==> src/rtl/ntt_bram_host.sv <==
// PL-side host for the NTT BRAM: streams coefficients in, runs the NTT core
// through its reset/done handshake, then streams the transformed words out.
module ntt_bram_host #(
   parameter int N_WORDS = 1024,
   parameter int ADDR_W  = 10,
   parameter int DATA_W  = 64,
   parameter int RD_LAT  = 1,
   parameter int TIMEOUT = 65535
) (
   input  logic              clk,
   input  logic              rst,
   input  logic              start,
   input  logic [DATA_W-1:0] in_data,
   input  logic              in_valid,
   output logic              in_ready,
   output logic [DATA_W-1:0] out_data,
   output logic              out_valid,
   input  logic              out_ready,
   output logic              out_last,
   output logic [ADDR_W-1:0] bram_addr,
   output logic              bram_clk,
   output logic [DATA_W-1:0] bram_din,
   input  logic [DATA_W-1:0] bram_dout,
   output logic              bram_en,
   output logic              bram_rst,
   output logic              bram_we,
   output logic              ntt_rst,
   input  logic              ntt_done,
   output logic              busy,
   output logic              done,
   output logic              error
);

   localparam int                T_W    = $clog2(TIMEOUT + 1);
   localparam logic [ADDR_W-1:0] LAST   = ADDR_W'(N_WORDS - 1);
   localparam logic [T_W-1:0]    T_LAST = T_W'(TIMEOUT - 1);
   localparam logic [1:0]        L_LAST = 2'(RD_LAT - 1);

   typedef enum logic [3:0] {
      S_IDLE, S_LOAD, S_RUN, S_ARM, S_WAIT, S_RD_REQ, S_RD_WAIT, S_OUT, S_DONE
   } state_t;

   state_t            state;
   logic [ADDR_W-1:0] cnt;   // word index for both load and drain
   logic [T_W-1:0]    tcnt;  // cycles spent waiting for the NTT core
   logic [1:0]        lcnt;  // BRAM read latency counter

   // The BRAM port shares the host clock and reset.
   assign bram_clk = clk;
   assign bram_rst = rst;

   // Control FSM. Outputs that belong to a state are set on the transition
   // into it, so they are registered and valid for the whole state.
   // NOTE: every assignment here is non-blocking so all registers update
   // together from the values sampled at the same clock edge.
   always_ff @(posedge clk) begin
      if (rst) begin
         state     <= S_IDLE;
         cnt       <= '0;
         tcnt      <= '0;
         lcnt      <= '0;
         in_ready  <= 1'b0;
         out_data  <= '0;
         out_valid <= 1'b0;
         out_last  <= 1'b0;
         bram_addr <= '0;
         bram_din  <= '0;
         bram_en   <= 1'b0;
         bram_we   <= 1'b0;
         ntt_rst   <= 1'b1;
         busy      <= 1'b0;
         done      <= 1'b0;
         error     <= 1'b0;
      end else begin
         case (state)
            S_IDLE, S_DONE: begin
               if (start) begin
                  done     <= 1'b0;
                  error    <= 1'b0;
                  cnt      <= '0;
                  in_ready <= 1'b1;
                  busy     <= 1'b1;
                  state    <= S_LOAD;
               end
            end
            S_LOAD: begin
               bram_en <= 1'b0;
               bram_we <= 1'b0;
               if (in_valid && in_ready) begin
                  bram_en   <= 1'b1;
                  bram_we   <= 1'b1;
                  bram_addr <= cnt;
                  bram_din  <= in_data;
                  if (cnt == LAST) begin
                     in_ready <= 1'b0;
                     state    <= S_RUN;
                  end else begin
                     cnt <= cnt + 1'b1;
                  end
               end
            end
            S_RUN: begin
               bram_en <= 1'b0;
               bram_we <= 1'b0;
               ntt_rst <= 1'b0;
               tcnt    <= '0;
               state   <= S_ARM;
            end
            S_ARM: begin
               // A done still high from a previous run must drop first.
               if (tcnt == T_LAST) begin
                  error   <= 1'b1;
                  done    <= 1'b1;
                  busy    <= 1'b0;
                  ntt_rst <= 1'b1;
                  state   <= S_DONE;
               end else begin
                  tcnt <= tcnt + 1'b1;
                  if (!ntt_done) state <= S_WAIT;
               end
            end
            S_WAIT: begin
               if (ntt_done) begin
                  ntt_rst   <= 1'b1;
                  cnt       <= '0;
                  bram_en   <= 1'b1;
                  bram_addr <= '0;
                  state     <= S_RD_REQ;
               end else if (tcnt == T_LAST) begin
                  error   <= 1'b1;
                  done    <= 1'b1;
                  busy    <= 1'b0;
                  ntt_rst <= 1'b1;
                  state   <= S_DONE;
               end else begin
                  tcnt <= tcnt + 1'b1;
               end
            end
            S_RD_REQ: begin
               bram_en <= 1'b0;
               lcnt    <= '0;
               state   <= S_RD_WAIT;
            end
            S_RD_WAIT: begin
               if (lcnt == L_LAST) begin
                  out_data  <= bram_dout;
                  out_valid <= 1'b1;
                  out_last  <= (cnt == LAST);
                  state     <= S_OUT;
               end else begin
                  lcnt <= lcnt + 1'b1;
               end
            end
            S_OUT: begin
               if (out_ready) begin
                  out_valid <= 1'b0;
                  out_last  <= 1'b0;
                  if (cnt == LAST) begin
                     done  <= 1'b1;
                     busy  <= 1'b0;
                     state <= S_DONE;
                  end else begin
                     cnt       <= cnt + 1'b1;
                     bram_en   <= 1'b1;
                     bram_addr <= cnt + 1'b1;
                     state     <= S_RD_REQ;
                  end
               end
            end
            default: state <= S_IDLE;
         endcase
      end
   end

endmodule
==> config.mk <==
export PLATFORM = sky130hd
export DESIGN_NAME = ntt_bram_host
export DESIGN_NICKNAME = d
export VERILOG_FILES = /design/src/rtl/ntt_bram_host.sv
export SDC_FILE = /design/constraint.sdc
export NUM_CORES = 1
export LEC_CHECK = 0
export CAP_MARGIN = 0
export CORE_UTILIZATION = 30
export CTS_CLUSTER_SIZE = 16
export DETAILED_ROUTE_END_ITERATION = 6
export GPL_ROUTABILITY_DRIVEN = 0
export SYNTH_ARGS = -nofsm -noshare
export SYNTH_HDL_FRONTEND = slang
export SYNTH_SLANG_ARGS = --single-unit
==> constraint.sdc <==
create_clock -name clk -period 3.2 [get_ports clk]
set_clock_uncertainty 0.2 [all_clocks]
set_input_delay 0.8 -clock clk [delete_from_list [all_inputs] [get_ports clk]]
set_output_delay 0.8 -clock clk [all_outputs]
set_load 0.005 [all_outputs]
# --- Word-level counts from Yosys, hierarchy flattened ---
# Index checks and enable logic that the tools add are counted.
totals:
  out_inout_bits: 149
  inputBits: 134
  regBits: 179
classes:
  n_reduce_logical: 27
  n_eq_ne: 22
  muxes: 57
  addsub: 3
op_table:
  columns: ["cell", "count"]
  rows:
  - ["two-way mux 10 bit", 8]
  - ["one-hot mux 16 bit (3 select lines)", 1]
  - ["two-way mux 4 bit", 10]
  - ["one-hot mux 10 bit (4 select lines)", 1]
  - ["two-way mux 16 bit", 2]
  - ["one-hot mux 4 bit (8 select lines)", 1]
  - ["one-hot mux 10 bit (3 select lines)", 1]
  - ["two-way mux 1 bit", 22]
  - ["inequality test 2 bit (second input constant)", 10]
  - ["adder 16 x 1 -> 16 bit (second input constant)", 1]
  - ["equality test 16 bit (second input constant)", 1]
  - ["equality test 4 x 3 -> 1 bit (second input constant)", 4]
  - ["AND reduction 5 bit", 3]
  - ["one-hot mux 1 bit (4 select lines)", 3]
  - ["nonzero test 4 bit", 3]
  - ["adder 10 x 1 -> 10 bit (second input constant)", 1]
  - ["equality test 10 bit (second input constant)", 1]
  - ["nonzero test 3 bit", 3]
  - ["equality test 4 x 2 -> 1 bit (second input constant)", 2]
  - ["one-hot mux 1 bit (2 select lines)", 4]
  - ["AND reduction 2 bit", 4]
  - ["AND reduction 4 bit", 2]
  - ["nonzero test 2 bit", 4]
  - ["AND reduction 7 bit", 1]
  - ["other kinds (12)", 16]

# --- Depth between registers and ports, before layout ---
# Gate-level depths: netlist of the first run.
depth:
  ltp_word: 4
  depth_mapped: 8
  mapped_depth_nobuf: 7

==> out/results.tsv, run 1 <==
stage	metric	value	unit
cells_and_area	total number of nets in the final design	1330	
cells_and_area	signed area change from the synthesized netlist to the final layout	52.7	%
yosys	sequential cell area fraction in the yosys report	0.490	
power	fraction of power consumed by the clock network	0.371	
yosys	share of synthesized flip-flops with an asynchronous set or reset	0	
cells_and_area	number of cells in the finished layout apart from fillers	1524	
global_routing	initial antenna violation count	0	
yosys	number of warnings printed during yosys synthesis	0	
power	reported leakage power	3.69	nW
cells_and_area	commonest cells after routing, fill and taps aside	281 x sky130_fd_sc_hd__nand2_1, 280 x sky130_fd_sc_hd__clkdlybuf4s50_1, 179 x sky130_fd_sc_hd__dfxtp_1	
clock_tree	number of hold buffers added after cts	0	
drt	aggregate routed wire length	23.5	mm
yosys	mapped cell area	7320	sq um
placement	half-perimeter wire length after placement	15.9	mm
power	Psw	0.00186	W
floorplan	Die Span X	158	um
outcome	status	finished, final reports clean	
power	Switching Fraction	0.303	
yosys	number of instances in the synthesized netlist	931	
cells_and_area	area of combinational cells with multiple inputs	3420	sq um
setup_path	critical path's slowest cell	sky130_fd_sc_hd__dlygate4sd2_1	
power	worst ir drop on vdd	407	uV
global_routing	vias in the first global route	6639	
yosys	Primary FF master, synth	sky130_fd_sc_hd__dfxtp_1	
power	sequential fraction of design power	0.404	
sta	total count of max-transition violations in the final report	0	
setup_path	Register-to-Register Path Depth	7	
cells_and_area	post-route cell area	11200	sq um
min_path	class of the tightest hold or removal check	flip-flop to flip-flop	
min_path	Hold Path Depth	2	
global_routing	overall routing resource usage	0.181	
drt	residual antenna-violating net count after detailed routing	0	
global_routing	first-pass GRT wire length	35.4	mm
setup_path	CP most frequent cell	sky130_fd_sc_hd__clkbuf_16	
cells_and_area	fraction of layout cells with a size suffix above 1	0.0647	
setup_path	critical path's top delay family	buffers and inverters	
floorplan	Die H	158	um
floorplan	Rows	56	
drt	DRC errors left	0	
setup_path	required time of the worst setup path	2.20	ns
floorplan	Die Footprint	25000	sq um
sta	worst slew slack as a fraction of its limit	0.415	
cells_and_area	commonest non-fill, non-tap cell in the layout	sky130_fd_sc_hd__nand2_1	
drt	routed wirelength normalized by instance count	15.5	um
global_routing	pin count of the biggest net entering global routing	153	
min_path	hold endpoint	lcnt[1]$_SDFFE_PP0P_	
placement	area post-placement	10500	sq um
setup_path	Arr. time, crit path	2.10	ns
setup_path	Critical Setup Path Class	clock port to output pin	
clock_tree	clock tree from TritonCTS	done	
clock_tree	worst skew pair latency	0.54	ns
cells_and_area	number of inserted filler cells in the final layout	2400	
run	max capacitance violation total	0	
power	total internal power	0.00429	W
setup_path	cell-by-cell listing of the critical path	clkbuf_16 -> clkbuf_16 -> dlygate4sd2_1	
drt	initial DRC count	486	
yosys	net count of the mapped netlist	1069	
clock_tree	Reg clk slew, reported paths	0.07	ns
cells_and_area	post-layout utilization of the core	0.472	
setup_path	critical register-to-register path startpoint	state[2]$_SDFFE_PP0P_	
sta	setup repair after global routing missed its margin	false	
clock_tree	Post-CTS Repair Setup Buffers	0	
power	Power Dens Cells	551	nW/um^2
drt	number of iterations in the first detailed-routing pass	4	
cells_and_area	final antenna diode count	0	
min_path	beginning of the worst hold path	lcnt[1]$_SDFFE_PP0P_	
setup_path	highest fanout seen on the critical path	2	
sta	final setup TNS	0	ns
drt	average vias per placed instance	4.79	
setup_path	buffers and inverters on the worst path	3	
placement	Placed Cells	1489	
power	logic gate share of total power	0.225	
setup_path	crit end category	output pin	
placement	count of input and output buffers	282	
drt	count of vias placed by the detailed router	7298	
yosys	post-synthesis sequential element count	179	
yosys	post-synth cell types	63	
floorplan	boundary pin count	283	
global_routing	global route overflow	0	
floorplan	initial core utilization	0.309	
setup_path	nature of the critical path startpoint	clock port	
floorplan	area of the placeable core	23700	sq um
sta	number of endpoints with negative hold slack in the final report	0	
setup_path	flop-to-flop setup slack	0.58	ns
setup_path	worst reg2reg endpoint	bram_en$_SDFFE_PP0P_	
sta	Least-Margin Pin Slew	0.878	ns
cells_and_area	area occupied by registers	3580	sq um
yosys	number of flops mapped to enable cells by yosys	0	
setup_path	Worst path max stage delay	0.25	ns
yosys	Post-Synthesis Mean Instance Area	7.86	sq um
sta	Setup violations, final	0	
[worst reg2reg max path, cell delays in order, from the launching register on]
cell and delay, ns:
sky130_fd_sc_hd__dfxtp_1 0.68, sky130_fd_sc_hd__buf_4 0.25, sky130_fd_sc_hd__nand4b_1 0.13, sky130_fd_sc_hd__or4_1 0.45, sky130_fd_sc_hd__and3_1 0.30, sky130_fd_sc_hd__buf_12 0.18
sky130_fd_sc_hd__nor3_1 0.20, sky130_fd_sc_hd__nor3_1 0.07
[power groups by stage]
stage / sequential (W) / clock (W) / combinational (W)
after CTS: 0.00248 / 0.00235 / 0.00139
final: 0.00249 / 0.00228 / 0.00138
after floorplan: 0.00249 / 0.0000203 / 0.000774
after detailed placement: 0.00254 / 0.0000263 / 0.00138
after global routing: 0.00251 / 0.00244 / 0.00152
after global placement: 0.00253 / 0.0000263 / 0.00138
[flip-flops by register name, summed over array words and instances, names as in the netlist, 2 cells and up]
register and flops:
bram_din 64, state 4, tcnt 16, bram_addr 10, out_data 64, cnt 10
lcnt 2
[worst max-delay path by stage]
stage	startpoint	end	depth (start not counted)
after global routing	clk	bram_clk	3
after CTS	clk	bram_clk	3
final	clk	bram_clk	3
after global placement	ntt_done	tcnt[13]$_SDFFE_PP0P_	6
after detailed placement	ntt_done	tcnt[13]$_SDFFE_PP0P_	6
after floorplan	clk	bram_clk	1
[layout make-up]
type                    count  share of cell area
multi-input cells         676               0.306
clock inverters            13              0.0120
clock buffers              23              0.0481
flip-flops and latches    179               0.321
repair buffers            304               0.274
inverters                  10             0.00336
well taps                 319              0.0357
[cell families after synthesis]
family | share of synthesized area
fa+ha+maj | 0.00821
simple gates | 0.251
compound gates | 0.197
flops | 0.490
mux | 0.00445
buf+inv | 0.0446
xor+xnor | 0.00479
[what timing repair did]
action | 4_1_cts | 5_1_grt
endpoints found under the hold margin | 0 | 0
gates resized for setup | 1 | 0
endpoints found under the setup margin | 1 | 0
[synth_stat cells (all sizes together), types with 2 or more instances]
cell type  count  area, sq um
nand2        281         1050
dfxtp        179         3580
a21oi        163          831
clkbuf        39          146
nor2          35          131
buf           27          143
o21ai         25          125
nand3         18         90.1
nor3          16         85.1
o31ai         12         90.1
o211ai        11         82.6
or4           10         75.1
inv            9         33.8
a31oi          8         50.1
nand2b         8         50.1
nand4          8         56.3
nor2b          5         31.3
o22ai          5         31.3
or3            5         31.3
a211oi         4         30.0
and4           4         35.0
ha             4         50.1
nor4           4         40.0
o311a          4         40.0
a21o           3         22.5
a22oi          3         27.5
a2bb2oi        3         26.3
and2           3         18.8
nand4b         3         26.3
or2            3         18.8
a31o           2         17.5
and3           2         12.5
mux2           2         22.5
nand3b         2         15.0
or4b           2         23.8
xnor2          2         17.5
xor2           2         17.5
[metrics by stage]
step | total power (W) | hold slack, ns | setup WS, ns
after CTS | 0.00623 | 0.255 | 0.0972
final | 0.00615 | 0.251 | 0.101
after detailed placement | 0.00394 | 0.245 | 0.162
after global routing | 0.00647 | 0.272 | 0.0948
after floorplan | 0.00328 | 0.232 | 0.489
after global placement | 0.00394 | 0.241 | 0.179
[metal layers]
layer	track usage	share of wire	vias up
met4	0.0572	0.010	0
met2	0.300	0.48	230
met3	0.0578	0.082	16
met1	0.222	0.43	3339
met5	0	0	-
li1	-	-	3713
Power figures use the tool's default switching activity.
==> run 2, diff against run 1 <==
--- a/config.mk
+++ b/config.mk
@@ -12,2 +12,3 @@
 export GPL_ROUTABILITY_DRIVEN = 0
+export GPL_TIMING_DRIVEN = 0
 export SYNTH_ARGS = -nofsm -noshare
--- a/constraint.sdc
+++ b/constraint.sdc
@@ -4,2 +4,2 @@
 set_output_delay 0.8 -clock clk [all_outputs]
-set_load 0.005 [all_outputs]
+set_load 0.1 [all_outputs]
==> run 2 against run 1 <==
Effect of this change:
- via count up 3.7%
- design area rose by 0.13%
- largest cell class unchanged
- worst hold slack improved by 0.0020 ns
- highest routed layer unchanged
- combinational power increased by 59%
- global-route usage rose by 1.8 points
- sequential share of layout area is essentially flat
- clock power rose by 5%
- critical path depth increased by 1
==> out/results.tsv, run 2 (synthesized netlist as in run 1, its figures left out) <==
stage	metric	value	unit	change
clock_tree	clock tree from TritonCTS	done		
drt	DRC errors left	0		unchanged
setup_path	crit end category	output pin		
placement	Placed Cells	1531		+2.8%
global_routing	pin count of the biggest net entering global routing	19		-88%
floorplan	initial core utilization	0.309		unchanged
cells_and_area	commonest cells after routing, fill and taps aside	281 x sky130_fd_sc_hd__nand2_1, 279 x sky130_fd_sc_hd__clkdlybuf4s50_1, 179 x sky130_fd_sc_hd__dfxtp_1		
cells_and_area	area of combinational cells with multiple inputs	3410	sq um	-0.26%
setup_path	critical path's top delay family	buffers and inverters		
floorplan	area of the placeable core	23700	sq um	unchanged
setup_path	nature of the critical path startpoint	clock port		
global_routing	vias in the first global route	7079		+6.6%
min_path	class of the tightest hold or removal check	flip-flop to flip-flop		
cells_and_area	number of inserted filler cells in the final layout	2398		-0.083%
global_routing	first-pass GRT wire length	38.4	mm	+8.3%
sta	worst slew slack as a fraction of its limit	0.296		-0.119
global_routing	global route overflow	0		unchanged
run	max capacitance violation total	0		unchanged
cells_and_area	signed area change from the synthesized netlist to the final layout	52.9	%	
sta	total count of max-transition violations in the final report	0		unchanged
drt	average vias per placed instance	4.83		+0.88%
setup_path	critical path's slowest cell	sky130_fd_sc_hd__buf_4		
cells_and_area	commonest non-fill, non-tap cell in the layout	sky130_fd_sc_hd__nand2_1		
sta	setup repair after global routing missed its margin	false		
drt	residual antenna-violating net count after detailed routing	0		unchanged
drt	initial DRC count	423		-13%
cells_and_area	fraction of layout cells with a size suffix above 1	0.0569		-0.00779
cells_and_area	area occupied by registers	3580	sq um	unchanged
outcome	status	finished, final reports clean		
power	Power Dens Cells	628	nW/um^2	+14%
cells_and_area	total number of nets in the final design	1372		+3.2%
floorplan	boundary pin count	283		unchanged
sta	number of endpoints with negative hold slack in the final report	0		unchanged
floorplan	Die Span X	158	um	unchanged
cells_and_area	final antenna diode count	0		unchanged
setup_path	Arr. time, crit path	2.19	ns	+0.09 ns
setup_path	required time of the worst setup path	2.20	ns	about the same
cells_and_area	number of cells in the finished layout apart from fillers	1566		+2.8%
setup_path	cell-by-cell listing of the critical path	clkbuf_16 -> clkbuf_16 -> buf_4 -> buf_4		
global_routing	initial antenna violation count	1		+1
clock_tree	Reg clk slew, reported paths	0.07	ns	about the same
setup_path	highest fanout seen on the critical path	2		unchanged
drt	routed wirelength normalized by instance count	16.2	um	+4.7%
setup_path	buffers and inverters on the worst path	4		+1
drt	count of vias placed by the detailed router	7565		+3.7%
floorplan	Die H	158	um	unchanged
cells_and_area	largest registers	bram_din x64, out_data x64, tcnt x16		
drt	aggregate routed wire length	25.3	mm	+7.6%
floorplan	Rows	56		unchanged
clock_tree	worst skew pair latency	0.54	ns	about the same
power	reported leakage power	3.70	nW	+0.33%
power	worst ir drop on vdd	769	uV	+89%
placement	half-perimeter wire length after placement	18.9	mm	+18%
drt	number of iterations in the first detailed-routing pass	5		+1
sta	Least-Margin Pin Slew	1.05	ns	+0.175 ns
global_routing	overall routing resource usage	0.199		+0.0176
setup_path	Critical Setup Path Class	clock port to output pin		
sta	Setup violations, final	0		unchanged
sta	minimum hold slack	0.253	ns	+0.00196 ns
floorplan	Die Footprint	25000	sq um	unchanged
placement	count of input and output buffers	281		-0.35%
setup_path	Worst path max stage delay	0.22	ns	-0.03 ns
==> run 2: path summary, 6_finish.rpt <==
path / slack (ns) / startpoint / end / cells after the start
worst max-delay path: 0.01 / clk / bram_clk / 4
worst max register to register: 0.36 / state[3]$_SDFFE_PP0P_ / bram_en$_SDFFE_PP0P_ / 7
worst min register to register: 0.25 / bram_din[62]$_SDFFE_PP0P_ / bram_din[62]$_SDFFE_PP0P_ / 2
worst min-delay path: 0.25 / bram_din[62]$_SDFFE_PP0P_ / bram_din[62]$_SDFFE_PP0P_ / 2
==> run 2: what timing repair did <==
item	CTS	global route
endpoints found under the setup margin	1	3
gates cloned	0	0
resized for setup	6	2
buffers inserted	0	0
hold buffers	0	0
==> run 2: area by class of cell <==
type / count / share of cell area
flip-flops and latches: 179 / 0.320
multi-input cells: 676 / 0.305
repair buffers: 280 / 0.251
clock buffers: 23 / 0.0470
well taps: 319 / 0.0357
plain buffers: 66 / 0.0258
clock inverters: 13 / 0.0119
inverters: 10 / 0.00336
==> run 2: stage by stage <==
step	total power (W)	util	setup TNS, ns	setup slack [ns]	cell area, sq um
global placement	0.00479	0.445	-0.563	-0.453	10500
floorplan	0.00413	-	0	0.388	7320
CTS	0.00708	0.472	0	0.00668	11200
finish	0.00702	0.472	0	0.0105	11200
detailed placement	0.00480	0.445	-0.580	-0.453	10500
global route	0.00734	0.472	0	0.00531	11200
==> run 2: report_power, final <==
group	switching [W]	internal (W)
sequential	0.0000794	0.00236
clock	0.00115	0.00125
combinational	0.00154	0.000650
total	0.00276	0.00426
==> run 2: worst reg2reg max path: stages, from the launching register on <==
cell and delay, ns:
sky130_fd_sc_hd__dfxtp_1 0.32, sky130_fd_sc_hd__clkbuf_1 0.25, sky130_fd_sc_hd__nand4b_1 0.56, sky130_fd_sc_hd__or4_1 0.56, sky130_fd_sc_hd__and3_1 0.24, sky130_fd_sc_hd__buf_2 0.22
sky130_fd_sc_hd__nor3_1 0.27, sky130_fd_sc_hd__nor3_1 0.08
==> run 2: metal layers <==
metal / track usage / wire [um]
met5: 0 / 0
met3: 0.0567 / 2250
met2: 0.334 / 12000
met1: 0.240 / 10700
met4: 0.0728 / 427
